### config.mk
export PLATFORM = sky130hd
export DESIGN_NAME = btn_press_classifier
export DESIGN_NICKNAME = d
export VERILOG_FILES = /design/src/rtl/btn_press_classifier.sv
export SDC_FILE = /design/constraint.sdc
export NUM_CORES = 1
export LEC_CHECK = 0
export BUFFER_PORTS_ARGS = -buffer_cell sky130_fd_sc_hd__buf_2
export CAP_MARGIN = 20
export CELL_PAD_IN_SITES_DETAIL_PLACEMENT = 0
export CELL_PAD_IN_SITES_GLOBAL_PLACEMENT = 1
export CORE_MARGIN = 2
export CORE_UTILIZATION = 41
export CTS_BUF_LIST = sky130_fd_sc_hd__clkbuf_2 sky130_fd_sc_hd__clkbuf_4 sky130_fd_sc_hd__clkbuf_8
export DETAILED_ROUTE_END_ITERATION = 10
export PLACE_DENSITY = 0.73
export SLEW_MARGIN = 40
export SYNTH_ARGS = -nofsm -noshare
export SYNTH_HDL_FRONTEND = slang
export SYNTH_SLANG_ARGS = --single-unit
export TNS_END_PERCENT = 10
### constraint.sdc
create_clock -name clk -period 2.44 [get_ports clk]
set_clock_uncertainty 0.05 [all_clocks]
set_input_delay 0.61 -clock clk [delete_from_list [all_inputs] [get_ports clk]]
set_output_delay 0.61 -clock clk [all_outputs]
set_load 0.01 [all_outputs]
### src/rtl/btn_press_classifier.sv
// Classifies debounced button presses as short or long, with optional auto-repeat while held.
// Optional feature macro: BTN_AUTOREPEAT_EN enables repeat_tick; when undefined, repeat_tick is tied low.
module btn_press_classifier #(
  parameter int LONG_CYCLES   = 50_000_000,
  parameter int REPEAT_CYCLES = 10_000_000,
  parameter int CW            = 26,
  parameter int PCW           = 8
) (
  input  logic           clk,
  input  logic           reset,
  input  logic           db_level,
  input  logic           db_tick,
  output logic           short_tick,
  output logic           long_tick,
  output logic           repeat_tick,
  output logic           held,
  output logic [PCW-1:0] press_count
);

  typedef enum logic [1:0] {IDLE, PRESSED, HELD} state_t;

  localparam logic [CW-1:0] LONG_LAST = CW'(LONG_CYCLES - 1);

  state_t         state, state_nxt;
  logic [CW-1:0]  cnt, cnt_nxt;
  logic           short_nxt, long_nxt;
  logic [PCW-1:0] count_nxt;

`ifdef BTN_AUTOREPEAT_EN
  localparam logic [CW-1:0] REPEAT_LAST = CW'(REPEAT_CYCLES - 1);
  logic repeat_nxt;

  always_ff @(posedge clk) begin
    if (reset) repeat_tick <= 1'b0;
    else       repeat_tick <= repeat_nxt;
  end
`else
  assign repeat_tick = 1'b0;
`endif

  always_ff @(posedge clk) begin
    if (reset) begin
      state       <= IDLE;
      cnt         <= '0;
      short_tick  <= 1'b0;
      long_tick   <= 1'b0;
      held        <= 1'b0;
      press_count <= '0;
    end else begin
      state       <= state_nxt;
      cnt         <= cnt_nxt;
      short_tick  <= short_nxt;
      long_tick   <= long_nxt;
      held        <= (state_nxt != IDLE);
      press_count <= count_nxt;
    end
  end

  always_comb begin
    state_nxt  = state;
    cnt_nxt    = cnt;
    short_nxt  = 1'b0;
    long_nxt   = 1'b0;
    count_nxt  = press_count;
`ifdef BTN_AUTOREPEAT_EN
    repeat_nxt = 1'b0;
`endif
    case (state)
      IDLE: begin
        // Only the debouncer's press event starts a press; a bare high level does not.
        if (db_tick) begin
          state_nxt = PRESSED;
          cnt_nxt   = '0;
        end
      end
      PRESSED: begin
        // Release wins over long expiry in the same cycle.
        if (!db_level) begin
          short_nxt = 1'b1;
          count_nxt = press_count + 1'b1;
          state_nxt = IDLE;
          cnt_nxt   = '0;
        end else if (cnt == LONG_LAST) begin
          long_nxt  = 1'b1;
          count_nxt = press_count + 1'b1;
          state_nxt = HELD;
          cnt_nxt   = '0;
        end else begin
          cnt_nxt = cnt + 1'b1;
        end
      end
      HELD: begin
        if (!db_level) begin
          state_nxt = IDLE;
          cnt_nxt   = '0;
        end else begin
`ifdef BTN_AUTOREPEAT_EN
          if (cnt == REPEAT_LAST) begin
            repeat_nxt = 1'b1;
            cnt_nxt    = '0;
          end else begin
            cnt_nxt = cnt + 1'b1;
          end
`else
          cnt_nxt = '0;
`endif
        end
      end
      default: begin
        state_nxt = IDLE;
        cnt_nxt   = '0;
      end
    endcase
  end

endmodule

==> results.toml <==
[yosys]
yosysWarnings = 0
syn_nets = 240
ys_types = 39
syn_area_sq_um = 1922
syn_inst = 234
synth.avg_cell_area_sq_um = 8.213
ys_ff_latch = 39
yosysSeqAreaShare = 0.4063

[finish]
layout_commonest_cell = "dfxtp_1"
final_cell_mix = "dfxtp_1, nor2_1, buf_4"
fillers = 458
area.growth.synth_to_final_pct = 23.18
fin_area_sq_um = 2367
post_route_cells_drive_above_1_share = 0.2080
layout.nets = 279
n_antenna_cell = 0

[clocking]
clock-sinks = 39
clockRootBuffer = "clkbuf_8"
cts_hold_buf = 0
path_clk_slew_ns = 0.08
clockBufferDepth = 2
tritoncts = "built"
h-tree-depth = 2
cts_buffers = 5
clk_latency_ns = 0.29

[placement]
dp_hpwl_um = 3387
gp_congestion = 0.7919
place_area_sq_um = 2216
portBuffers = 14

[grt]
grt_max_degree = 19
grt_pass1_wl_um = 8162
antenna_found_initial = 0
grt_pass1_vias = 1716
grtUsageTotal = 0.1979
grt-ovfl-total = 0

[critical_path]
cp-startpoint = "cnt[11]"
endpoint_kind = "flop"
worstPathRequired_ns = 2.62
r2r_end = "press_count[6]"
critPathMaxFanout = 5
path_cells = "or4_4 > or4_4 > o32a_1 > or4_1 > a21oi_1"
worstPathArrival_ns = 2.60
path_class = "flop to flop"
endpoint = "press_count[6]"
cp-start-kind = "flop"
cpPeakStageDelay_ns = 0.53
crit_path_frequent_cell = "or4_4"
rrSetupSlack_ns = 0.02
slowest_stage = "or4_4"
r2r-start = "cnt[11]"
worst_r2r_path_depth = 5

[power]
powerDensity_nw_per_um2 = 546.9
vdd_drop_max_uv = 395.1
leakage_nw = 0.8449
total_power_mw = 1.295

[sta]
fin_crit_sh = 0.9925
slew_headroom = 0.6116
fmax_ghz = 0.4129
finalMaxSlewViolations = 0
min_period_ns = 2.422
hold_viol = 0
rsz0062_at_grt = "true"
tightest_slew_ns = 0.5773
setup_viol_count_final = 0

[detailed_routing]
drt-initial-drc-count = 121
wl_per_cell_um = 14.13
routed_wl_um = 4607
antenna_left = 0
avgViaCountPerCell = 5.564
vias = 1814
dr.pass1.iters = 4
remaining_drc_errors = 0

[outcome]
status = "finished clean"

[floorplan]
die_area_sq_um = 5251
fp.coreArea_sq_um = 4444
num_rows = 24
ios = 16
die_w_um = 72.47
die_height_um = 72.47
start_util = 0.4324

[job]
drv_cap = 0

[min_path]
hold_path.class = "flop to flop"
-- through the flow --
stage	setup TNS [ns]	util	hold WS [ns]	std cells	worst slack (ns)
3_3_place_gp	-0.1680	0.4986	0.4209	316	-0.04230
5_1_grt	-0.1876	0.5327	0.4603	326	-0.05225
3_5_place_dp	-0.4370	0.4986	0.4270	316	-0.09547
2_1_floorplan	0	-	0.3824	234	0.01130
4_1_cts	-0.05474	0.5327	0.4422	326	-0.03059
6_report	0	0.5327	0.4408	326	0.01834
-- layer usage --
metal | up-vias | track usage | wire length (um)
met5 | - | 0 | 0
met4 | 0 | 0.04733 | 45
met3 | 6 | 0.05417 | 188
met2 | 30 | 0.2997 | 2007
met1 | 845 | 0.2803 | 2365
li1 | 933 | - | -
-- timing repair --
item                       CTS  global route
buffers inserted             2             0
setup endpoints to repair    6             8
pin swaps                   14             1
gates resized for setup      7             2
-- where the power goes --
group	switching, mW	total [mW]	internal (mW)
logic	0.0493	0.0837	0.0344
registers	0.00599	0.648	0.642
clock network	0.232	0.563	0.331
total	0.287	1.29	1.01
-- area by class of cell --
type	count	area, sq um	area share
multi-input combinational	178	1077	0.4551
clock buffer	6	82.58	0.03488
timing repair buffer	42	296.5	0.1253
sequential	39	784.5	0.3314
tap	52	65.06	0.02748
inverter	7	26.28	0.01110
clock inverter	2	35.03	0.01480
-- synth_stat cells --
master | count | area share
inv_1 | 7 | 0.014
ha_1 | 2 | 0.013
o31ai_1 | 3 | 0.012
nand3b_1 | 2 | 0.0078
o32a_1 | 1 | 0.0052
nor4_1 | 2 | 0.0065
or3_1 | 6 | 0.020
o311a_1 | 1 | 0.0052
and4_1 | 3 | 0.014
conb_1 | 1 | 0.0020
clkbuf_1 | 8 | 0.016
and2_1 | 1 | 0.0033
o21ai_0 | 4 | 0.010
nand4b_1 | 2 | 0.0091
nand2b_1 | 2 | 0.0065
nor2b_1 | 2 | 0.0065
and3b_1 | 1 | 0.0046
a32o_1 | 1 | 0.0052
nand4_1 | 11 | 0.036
or4_1 | 7 | 0.027
buf_6 | 1 | 0.0059
o211ai_1 | 1 | 0.0039
a21oi_2 | 1 | 0.0046
and3_1 | 2 | 0.0065
nand2_1 | 19 | 0.037
mux2i_1 | 3 | 0.016
or4b_1 | 1 | 0.0052
xor2_1 | 8 | 0.036
a21oi_1 | 11 | 0.029
nor3_1 | 13 | 0.034
dfxtp_1 | 39 | 0.41
a41oi_1 | 4 | 0.018
xnor2_1 | 9 | 0.041
nand3_1 | 15 | 0.039
a2111oi_0 | 1 | 0.0046
buf_4 | 1 | 0.0039
nor2_1 | 28 | 0.055
a31oi_1 | 9 | 0.029
o21ai_1 | 1 | 0.0026
-- registers in the layout, summed over array words and instances, names as in the netlist --
signal,count
state,2
held,1
cnt,26
press_count,8
short_tick,1
long_tick,1
-- worst max-delay path, delay by kind of cell, from the launching register on --
family	cells	cell delay (ns)
simple gates	3	1.50
compound gates	2	0.49
flops	1	0.32
-- kinds of logic after synthesis --
logic type,count (synthesis),synth area share
fa+ha+maj,2,0.01302
compound gates,38,0.1296
simple gates,117,0.3171
xor+xnor,17,0.07748
flops,39,0.4063
buf+inv,17,0.03907
other cells,1,0.001951
mux,3,0.01563
-- worst min path at each step --
stage                      to  depth (start not counted)  slack (ns)      startpoint
6_report              cnt[21]                          1        0.44         cnt[21]
2_1_floorplan         cnt[25]                          1        0.38         cnt[25]
3_5_place_dp   press_count[7]                          2        0.43  press_count[7]
5_1_grt               cnt[21]                          1        0.46         cnt[21]
3_3_place_gp   press_count[7]                          2        0.42  press_count[7]
4_1_cts        press_count[7]                          2        0.44  press_count[7]
Power figures use the tool's default switching activity.
